File: src/rtl/buzzer_seq.sv
// Beep-pattern scheduler: arbitrates an alarm (hi) and a notify (lo) requester and plays the
// granted pattern of beeps on the buzzer's enable/compare inputs.
module buzzer_seq #(
  parameter int unsigned TICK_DIV = 50000,
  parameter int unsigned CMP_W    = 22,
  parameter int unsigned DUR_W    = 10,
  parameter int unsigned CNT_W    = 4
) (
  input  logic             clk_i,
  input  logic             rst_i,
  input  logic             hi_req_i,
  input  logic [CMP_W-1:0] hi_cmp_i,
  input  logic [DUR_W-1:0] hi_on_i,
  input  logic [DUR_W-1:0] hi_off_i,
  input  logic [CNT_W-1:0] hi_cnt_i,
  input  logic             lo_req_i,
  input  logic [CMP_W-1:0] lo_cmp_i,
  input  logic [DUR_W-1:0] lo_on_i,
  input  logic [DUR_W-1:0] lo_off_i,
  input  logic [CNT_W-1:0] lo_cnt_i,
  input  logic             stop_i,
  output logic             buzzer_en_o,
  output logic [CMP_W-1:0] buzzer_cmp_o,
  output logic             busy_o,
  output logic             grant_hi_o,
  output logic             done_o,
  output logic             drop_o
);

  localparam int unsigned     PreW    = $clog2(TICK_DIV);
  localparam logic [PreW-1:0] PreLast = PreW'(TICK_DIV - 1);

  typedef enum logic [1:0] {StIdle, StOn, StOff} state_e;

  state_e           state_q;
  logic [CMP_W-1:0] cmp_q;
  logic [DUR_W-1:0] on_q, off_q, tick_q;
  logic [CNT_W-1:0] cnt_q;
  logic [PreW-1:0]  pre_q;
  logic             en_q, grant_hi_q, done_q, drop_q;

  logic             busy, accept_hi, accept_lo, accept, drop, phase_end;
  logic [CMP_W-1:0] sel_cmp;
  logic [DUR_W-1:0] sel_on, sel_off, phase_last;
  logic [CNT_W-1:0] sel_cnt;

  always_comb begin
    busy      = (state_q != StIdle);
    // stop wins over everything; hi only preempts a lo pattern; lo never interrupts
    accept_hi = hi_req_i && !stop_i && (!busy || !grant_hi_q);
    accept_lo = lo_req_i && !stop_i && !hi_req_i && !busy;
    accept    = accept_hi || accept_lo;
    drop      = (hi_req_i && !accept_hi) || (lo_req_i && !accept_lo);
    sel_cmp   = accept_hi ? hi_cmp_i : lo_cmp_i;
    sel_on    = accept_hi ? hi_on_i  : lo_on_i;
    sel_off   = accept_hi ? hi_off_i : lo_off_i;
    sel_cnt   = accept_hi ? hi_cnt_i : lo_cnt_i;
    phase_last = ((state_q == StOn) ? on_q : off_q) - DUR_W'(1);
    phase_end  = (pre_q == PreLast) && (tick_q == phase_last);
  end

  always_ff @(posedge clk_i) begin
    if (rst_i) begin
      state_q    <= StIdle;
      cmp_q      <= '0;
      on_q       <= '0;
      off_q      <= '0;
      cnt_q      <= '0;
      pre_q      <= '0;
      tick_q     <= '0;
      en_q       <= 1'b0;
      grant_hi_q <= 1'b0;
      done_q     <= 1'b0;
      drop_q     <= 1'b0;
    end else begin
      done_q <= 1'b0;
      drop_q <= drop;
      if (accept) begin
        state_q    <= StOn;
        en_q       <= 1'b1;
        grant_hi_q <= accept_hi;
        cmp_q      <= sel_cmp;
        on_q       <= (sel_on == '0) ? DUR_W'(1) : sel_on;
        off_q      <= sel_off;
        cnt_q      <= (sel_cnt == '0) ? CNT_W'(1) : sel_cnt;
        pre_q      <= '0;
        tick_q     <= '0;
      end else if (busy && stop_i) begin
        state_q    <= StIdle;
        en_q       <= 1'b0;
        grant_hi_q <= 1'b0;
        pre_q      <= '0;
        tick_q     <= '0;
      end else if (busy) begin
        if (!phase_end) begin
          if (pre_q == PreLast) begin
            pre_q  <= '0;
            tick_q <= tick_q + DUR_W'(1);
          end else begin
            pre_q <= pre_q + PreW'(1);
          end
        end else begin
          pre_q  <= '0;
          tick_q <= '0;
          if (state_q == StOff) begin
            state_q <= StOn;
            en_q    <= 1'b1;
          end else begin
            cnt_q <= cnt_q - CNT_W'(1);
            if (cnt_q == CNT_W'(1)) begin
              state_q    <= StIdle;
              en_q       <= 1'b0;
              grant_hi_q <= 1'b0;
              done_q     <= 1'b1;
            end else if (off_q != '0) begin
              state_q <= StOff;
              en_q    <= 1'b0;
            end
            // off == 0: stay in ON with counters restarted, so beeps merge
          end
        end
      end
    end
  end

  assign buzzer_en_o  = en_q;
  assign buzzer_cmp_o = cmp_q;
  assign busy_o       = (state_q != StIdle);
  assign grant_hi_o   = grant_hi_q;
  assign done_o       = done_q;
  assign drop_o       = drop_q;

endmodule
File: config.mk
export PLATFORM = sky130hd
export DESIGN_NAME = buzzer_seq
export DESIGN_NICKNAME = d
export VERILOG_FILES = /design/src/rtl/buzzer_seq.sv
export SDC_FILE = /design/constraint.sdc
export NUM_CORES = 1
export LEC_CHECK = 0
export CORE_MARGIN = 3
export CORE_UTILIZATION = 48
export CTS_CLUSTER_SIZE = 30
export DETAILED_ROUTE_END_ITERATION = 8
export HOLD_SLACK_MARGIN = 0.12
export PLACE_DENSITY_LB_ADDON = 0.25
export SKIP_LAST_GASP = 1
export SLEW_MARGIN = 0
export SYNTH_ARGS = -nofsm -noshare
export SYNTH_HDL_FRONTEND = slang
export SYNTH_SLANG_ARGS = --single-unit
File: constraint.sdc
create_clock -name clk_i -period 3.35 [get_ports clk_i]
set_input_delay 0.335 -clock clk_i [delete_from_list [all_inputs] [get_ports clk_i]]
set_output_delay 0.335 -clock clk_i [all_outputs]
set_load 0.02 [all_outputs]
==> reports/qor_table.md, run 1 <==
| Parameter | This run | Unit |
|---|---|---|
| Total setup buffers inserted after CTS | 0 | - |
| Sum of overflow across all layers after global routing | 0 | - |
| Maximum level of the CTS H-tree | 3 | - |
| Overall via count from detail_route | 4027 | - |
| Final setup skew | 0.01036 | ns |
| Post-detailed-route DRC marker count | 0 | - |
| Setup TNS Final | 0 | ns |
| CP Capture Type | register | - |
| Proportion of netlist area held by the largest area contributor | 36.20 | % |
| Combined area of the multi-input logic cells | 2567 | um^2 |
| Area contributors post-synth | sky130_fd_sc_hd__dfxtp_1 36%, sky130_fd_sc_hd__mux2i_1 14%, sky130_fd_sc_hd__a211oi_1 8.3% | - |
| CTS tree | built | - |
| Slew Limit Headroom | 62.88 | % |
| Total wire length | 11780 | um |
| Post-Synthesis Cells | 486 | - |
| Number of inserted filler cells in the final layout | 699 | - |
| Height of the chip | 100.2 | um |
| Num rows | 33 | - |
| Most common flop cell mapped by yosys | sky130_fd_sc_hd__dfxtp_1 | - |
| Maximum fanout encountered on the critical timing path | 8 | - |
| Io pins | 124 | - |
| Remaining antenna violation count after routing | 0 | - |
| Deepest clock path buffer count | 2 | - |
| Synth-to-layout area growth | 35.70 | % |
| Worst slack at placement | 0.2257 | ns |
| Largest net degree at the start of global routing | 48 | - |
| Cell Area, Synth | 4258 | um^2 |
| Starting DRT DRC Count | 170 | - |
| DR vias/cell | 5.648 | - |
| Maximum clock frequency | 323.6 | MHz |
| Status | finished, final reports clean | - |
| Arrival time worst endpoint | 3.33 | ns |
| Num CTS Buffers | 9 | - |
| Detail-routed net length per standard cell | 16.53 | um |
| Weighted congestion at the end of routability-driven global placement | 0.9341 | - |
| Portion of the clock cycle consumed by the worst path in the final layout | 92.23 | % |
| Nets in the synthesized netlist | 588 | - |
| Initial core utilization | 50.55 | % |
| Average cell area after synthesis | 8.761 | um^2 |
| FF+latch count, synth | 77 | - |
| Number of max-slew violations in the final report | 0 | - |
| Number of max-capacitance violations reported | 0 | - |
| Fin nets | 705 | - |
| Total clock sinks | 77 | - |
| Post-synth EDFFs | 0 | - |
| Pin slew with the least headroom to its limit | 0.5568 | ns |
| Type of the worst min-delay path | in2reg | - |
| Worst VDD drop | 0.2485 | mV |
| Hold Violations, Final | 0 | - |
| Critical path required time | 3.59 | ns |
| Post-layout minimum cycle time | 3.090 | ns |
| Cell accounting for the most synthesized area | sky130_fd_sc_hd__dfxtp_1 | - |
| Floorplan core area | 8423 | um^2 |
| Die span in x | 100.2 | um |
| Initial antenna violation count | 0 | - |
| Setup WS post-layout | 0.2602 | ns |
| Setup repair after global routing missed its margin | no | - |
| Floorplan die area | 10040 | um^2 |
| Layout cells sized above 1 | 6.086 | % |
| Sort of element at the start of the critical path | register | - |
| Vias in the first global route | 4055 | - |
| Share of synthesized area occupied by flip-flops and latches | 36.20 | % |
| Leak pwr | 2.340 | nW |
| Number of search-and-repair iterations in the first detailed-routing pass | 5 | - |
| Final setup vio count | 0 | - |
| Most frequent cell after synthesis | sky130_fd_sc_hd__dfxtp_1 | - |
| Area occupied by registers | 1541 | um^2 |
| Wire length of the first global-routing pass | 19290 | um |
| Clock edge transition at the registers on the reported setup and hold paths | 0.07 | ns |
| Number of antenna cells inserted | 0 | - |
| Number of port buffers | 123 | - |
| HPWL Detailed | 9086 | um |
| Commonest cells in the netlist | 77 x sky130_fd_sc_hd__dfxtp_1, 76 x sky130_fd_sc_hd__nor2_1, 59 x sky130_fd_sc_hd__mux2i_1, 47 x sky130_fd_sc_hd__a211oi_1, 24 x sky130_fd_sc_hd__nand2_1 | - |
| Count of distinct cell types in the synthesized netlist | 52 | - |
| Combined global-route utilization of all metal layers | 23.86 | % |
| Cell area power density | 385.7 | nW/um^2 |
| CTS Root Cell | sky130_fd_sc_hd__clkbuf_8 | - |
| Count of yosys warnings during synthesis | 0 | - |
| Fraction of synthesis flops using an asynchronous set or reset pin | 0 | % |
| Class of the most critical setup path | reg2reg | - |
| Worst skew pair latency | 0.35 | ns |
[worst paths after layout]
kind | depth (start not counted) | slack, ns | to | startpoint
setup / recovery | 10 | 0.26 | cnt_q[3]$_SDFFE_PP0P_ | state_q[1]$_SDFFE_PP0P_
hold / removal | 5 | 0.47 | on_q[7]$_SDFFE_PP0N_ | rst_i
setup reg to reg | 10 | 0.26 | cnt_q[3]$_SDFFE_PP0P_ | state_q[1]$_SDFFE_PP0P_
hold reg to reg | 2 | 0.48 | pre_q[1]$_SDFFE_PP0N_ | pre_q[1]$_SDFFE_PP0N_
[cells by family after synthesis]
group	synth area share [%]
xor gates and xnor gates	6.788
adders and majority gates	1.469
DFF	36.20
and+or+nand+nor	21.72
AOI/OAI and AO/OA	16.05
buffers and inverters	3.556
muxes	14.22
[per-stage QoR]
stage / instance area, um^2 / utilization [%] / hold WS [ns] / total power [mW] / instances
final: 5778 / 68.60 / 0.4703 / 2.229 / 713
after global routing: 5778 / 68.60 / 0.4739 / 2.332 / 713
after CTS: 5777 / 68.58 / 0.4637 / 2.242 / 713
after detailed placement: 5574 / 66.18 / 0.4737 / 1.524 / 697
after global placement: 5574 / 66.18 / 0.4638 / 1.510 / 697
after floorplan: 4258 / - / 0.4103 / 1.289 / 486
[registers in the layout, indices dropped and copies added, names as in the netlist]
name and count:
state_q 2, done_o 1, pre_q 16, tick_q 10
cnt_q 4, buzzer_cmp_o 22, off_q 10, grant_hi_o 1
drop_o 1, on_q 10
[timing repair]
action,4_1_cts,5_1_grt
gates resized for setup,0,1
hold endpoints to repair,0,0
hold buffers,0,0
endpoints found under the setup margin,0,13
[placed cells by master (no fill, tap or decap), types with 3 or more instances in the layout]
| master | netlist | routed |
|---|---|---|
| sky130_fd_sc_hd__or2_2 | 3 | 3 |
| sky130_fd_sc_hd__xor2_1 | 19 | 19 |
| sky130_fd_sc_hd__nor4_1 | 7 | 7 |
| sky130_fd_sc_hd__o31ai_1 | 3 | 3 |
| sky130_fd_sc_hd__ha_1 | 5 | 5 |
| sky130_fd_sc_hd__a21oi_1 | 12 | 12 |
| sky130_fd_sc_hd__nor3_1 | 9 | 9 |
| sky130_fd_sc_hd__and3_1 | 8 | 7 |
| sky130_fd_sc_hd__and4_1 | 6 | 6 |
| sky130_fd_sc_hd__o211a_1 | 4 | 4 |
| sky130_fd_sc_hd__nand2b_1 | 15 | 15 |
| sky130_fd_sc_hd__nand3_1 | 10 | 10 |
| sky130_fd_sc_hd__clkbuf_8 | 0 | 11 |
| sky130_fd_sc_hd__nor2b_1 | 4 | 4 |
| sky130_fd_sc_hd__nand2_1 | 24 | 24 |
| sky130_fd_sc_hd__dfxtp_1 | 77 | 77 |
| sky130_fd_sc_hd__o21ai_0 | 8 | 8 |
| sky130_fd_sc_hd__a211oi_1 | 47 | 47 |
| sky130_fd_sc_hd__nor2_1 | 76 | 76 |
| sky130_fd_sc_hd__nand4_1 | 9 | 9 |
| sky130_fd_sc_hd__inv_1 | 6 | 6 |
| sky130_fd_sc_hd__buf_4 | 1 | 11 |
| sky130_fd_sc_hd__mux2i_1 | 59 | 59 |
| sky130_fd_sc_hd__or3_1 | 4 | 3 |
| sky130_fd_sc_hd__xnor2_1 | 14 | 14 |
| sky130_fd_sc_hd__clkdlybuf4s50_1 | 0 | 122 |
[where the power goes]
part,switching [mW],leakage [nW],internal (mW)
Sequential,0.0401,0.630,0.962
Combinational,0.238,1.61,0.267
Clock,0.336,0.104,0.386
[area by class of cell]
| type | count | share of cell area [%] |
|---|---|---|
| clock buffer | 13 | 2.750 |
| clock inverter | 3 | 0.7579 |
| inverter | 7 | 0.4547 |
| multi-input combinational | 374 | 44.43 |
| sequential | 77 | 26.68 |
| tap | 105 | 2.274 |
| timing repair buffer | 134 | 22.65 |
[critical path: stages, from the launching register on]
cell,delay [ns]
sky130_fd_sc_hd__dfxtp_1,0.40
sky130_fd_sc_hd__nor2b_4,0.20
sky130_fd_sc_hd__mux2_4,0.35
sky130_fd_sc_hd__inv_1,0.07
sky130_fd_sc_hd__ha_1,0.20
sky130_fd_sc_hd__xor2_1,0.19
sky130_fd_sc_hd__xnor2_1,0.09
sky130_fd_sc_hd__or4_4,0.43
sky130_fd_sc_hd__or3_1,0.37
sky130_fd_sc_hd__or4_1,0.51
sky130_fd_sc_hd__and3_1,0.17
[routing by layer]
metal | GRT usage (%) | vias to the layer above | part of all wire (%)
met5 | 0 | - | 0
met4 | 7.979 | 0 | 2.0
met3 | 7.019 | 21 | 7.5
met2 | 41.69 | 143 | 50
met1 | 27.85 | 1858 | 41
li1 | - | 2005 | -
No activity file was read; power rests on OpenSTA's default activity.
==> run 2, diff against run 1 <==
Clock period 3.35 ns to 3.3 ns, I/O delays scaled along.
==> reports/qor_table.md, run 2 (same netlist as run 1, synthesis figures left out) <==
| Parameter | This run | Unit |
|---|---|---|
| Status | finished, final reports clean | - |
| Maximum fanout encountered on the critical timing path | 8 | - |
| Total clock sinks | 77 | - |
| Die span in x | 100.2 | um |
| Number of antenna cells inserted | 0 | - |
| Cells resized by post-CTS repair | 0 | - |
| Num CTS Buffers | 9 | - |
| Sort of element at the start of the critical path | register | - |
| Initial core utilization | 50.55 | % |
| Final non-filler cell total | 712 | - |
| Total wire length | 11690 | um |
| Floorplan core area | 8423 | um^2 |
| Starting DRT DRC Count | 217 | - |
| Highest-count cells in the layout ignoring fill and taps | 122 x sky130_fd_sc_hd__clkdlybuf4s50_1, 77 x sky130_fd_sc_hd__dfxtp_1, 76 x sky130_fd_sc_hd__nor2_1, 59 x sky130_fd_sc_hd__mux2i_1, 47 x sky130_fd_sc_hd__a211oi_1 | - |
| Leak pwr | 2.368 | nW |
| DR vias/cell | 5.677 | - |
| Weighted congestion at the end of routability-driven global placement | 0.9262 | - |
| Num rows | 33 | - |
| # placed instances | 696 | - |
| Floorplan die area | 10040 | um^2 |
| Number of search-and-repair iterations in the first detailed-routing pass | 5 | - |
| Worst VDD drop | 0.2218 | mV |
| Critical path required time | 3.55 | ns |
| Cell area power density | 417.6 | nW/um^2 |
| Area after DPL | 5579 | um^2 |
| Detail-routed net length per standard cell | 16.41 | um |
| Worst skew pair latency | 0.35 | ns |
| Number of max-capacitance violations reported | 0 | - |
| CTS tree | built | - |
| Maximum clock frequency | 321.3 | MHz |
| Max stage delay cell, worst path | sky130_fd_sc_hd__or4_1 | - |
| Maximum single-stage delay on the critical path | 0.51 | ns |
| HPWL Detailed | 8951 | um |
| Post-layout minimum cycle time | 3.112 | ns |
| Pin slew with the least headroom to its limit | 0.5417 | ns |
| Beginning of the worst register-to-register path | state_q[1]$_SDFFE_PP0P_ | - |
| Number of port buffers | 123 | - |
| Setup repair after global routing missed its margin | no | - |
| Number of max-slew violations in the final report | 0 | - |
| Share of power burned in registers | 41.7 | % |
| Post-CTS Hold Buffers | 0 | - |
| Final setup vio count | 0 | - |
| CTS Root Cell | sky130_fd_sc_hd__clkbuf_8 | - |
| Wire length of the first global-routing pass | 19570 | um |
| Layout cells sized above 1 | 5.931 | % |
| Synth-to-layout area growth | 37.11 | % |
| Post-route core utilization | 69.31 | % |
| Switching portion of total power | 25.66 | % |
| Design internal power | 1.813 | mW |
| Io pins | 124 | - |
| Post-detailed-route DRC marker count | 0 | - |
| Initial antenna violation count | 0 | - |
| Overall power | 2.438 | mW |
| Setup TNS Final | 0 | ns |
| Remaining antenna violation count after routing | 0 | - |
| Maximum level of the CTS H-tree | 3 | - |
| Combinational share of power | 21.0 | % |
| Class of the most critical setup path | reg2reg | - |
| Critical-path cell list | nor2b_4 -> mux2_4 -> inv_1 -> ha_1 -> xor2_1 -> xnor2_1 -> or4_4 -> or3_1 -> or4_1 -> and3_1 | - |
| Combined global-route utilization of all metal layers | 24.01 | % |
| Worst slack at placement | 0.2160 | ns |
| Slew Limit Headroom | 63.55 | % |
| Net switching power | 0.6256 | mW |
| Number of flip-flops in the largest register | 22 | - |
| Fin nets | 704 | - |
| Post-layout instance area | 5838 | um^2 |
| Clock edge transition at the registers on the reported setup and hold paths | 0.08 | ns |
| Largest net degree at the start of global routing | 76 | - |
| Endpoint of the lowest-slack register-to-register path | cnt_q[3]$_SDFFE_PP0P_ | - |
| CP Capture Type | register | - |
| First element of the critical path | state_q[1]$_SDFFE_PP0P_ | - |
| Vias in the first global route | 4121 | - |
| Sum of overflow across all layers after global routing | 0 | - |
| Hold Violations, Final | 0 | - |
| Most frequent standard cell in the layout excluding fill and tap cells | sky130_fd_sc_hd__clkdlybuf4s50_1 | - |
| Number of cell instances on the worst register-to-register path | 10 | - |
| Portion of the clock cycle consumed by the worst path in the final layout | 94.30 | % |
| Overall via count from detail_route | 4042 | - |
| Setup WS post-layout | 0.1881 | ns |
| FF-to-FF setup slack | 0.19 | ns |
| Height of the chip | 100.2 | um |
| Arrival time worst endpoint | 3.36 | ns |
| Final setup skew | 0.006196 | ns |
| Hold Worst Slack | 0.4569 | ns |
| Total setup buffers inserted after CTS | 0 | - |
| Deepest clock path buffer count | 2 | - |
| Part of the power in the clock network | 37.3 | % |
| Type of the worst min-delay path | in2reg | - |
| Crit path to | cnt_q[3]$_SDFFE_PP0P_ | - |
[run 2: area by class of cell]
| class | instances | area [um^2] |
|---|---|---|
| fillers | 680 | 2585 |
| repair buffers | 133 | 1314 |
| flip-flops and latches | 77 | 1541 |
| well taps | 105 | 131.4 |
| clock inverters | 3 | 90.09 |
| multi-input cells | 374 | 2566 |
| clock buffers | 13 | 168.9 |
| inverters | 7 | 26.28 |
[run 2: power groups by stage]
stage	logic [mW]	registers, mW	clock network, mW
global route	0.555	1.02	0.960
CTS	0.512	1.02	0.928
finish	0.512	1.02	0.909
detailed placement	0.508	1.04	0
floorplan	0.254	1.05	0
global placement	0.497	1.04	0
[run 2: worst min-delay path by stage]
stage,to,cells past startpoint,slack [ns],startpoint
after floorplan,state_q[0]$_SDFFE_PP0P_,1,0.41,stop_i
after global placement,pre_q[1]$_SDFFE_PP0N_,2,0.46,pre_q[1]$_SDFFE_PP0N_
after detailed placement,pre_q[1]$_SDFFE_PP0N_,2,0.47,pre_q[1]$_SDFFE_PP0N_
after CTS,on_q[7]$_SDFFE_PP0N_,5,0.45,rst_i
after global routing,pre_q[1]$_SDFFE_PP0N_,2,0.51,pre_q[1]$_SDFFE_PP0N_
final,on_q[7]$_SDFFE_PP0N_,5,0.46,rst_i
[run 2: critical path: cells and delay by family (launching register included)]
kind                       cells  cell delay (ns)
buffers and inverters          1             0.07
DFF                            1             0.40
and+or+nand+nor                5             1.68
muxes                          1             0.35
xor gates and xnor gates       2             0.30
adders and majority gates      1             0.21
[run 2: metal layers]
| layer | vias up | track usage, % | part of all wire [%] |
|---|---|---|---|
| met4 | 0 | 8.083 | 2.0 |
| met1 | 1889 | 28.08 | 41 |
| met5 | - | 0 | 0 |
| met3 | 19 | 6.671 | 7.2 |
| met2 | 132 | 42.15 | 50 |
| li1 | 2002 | - | - |
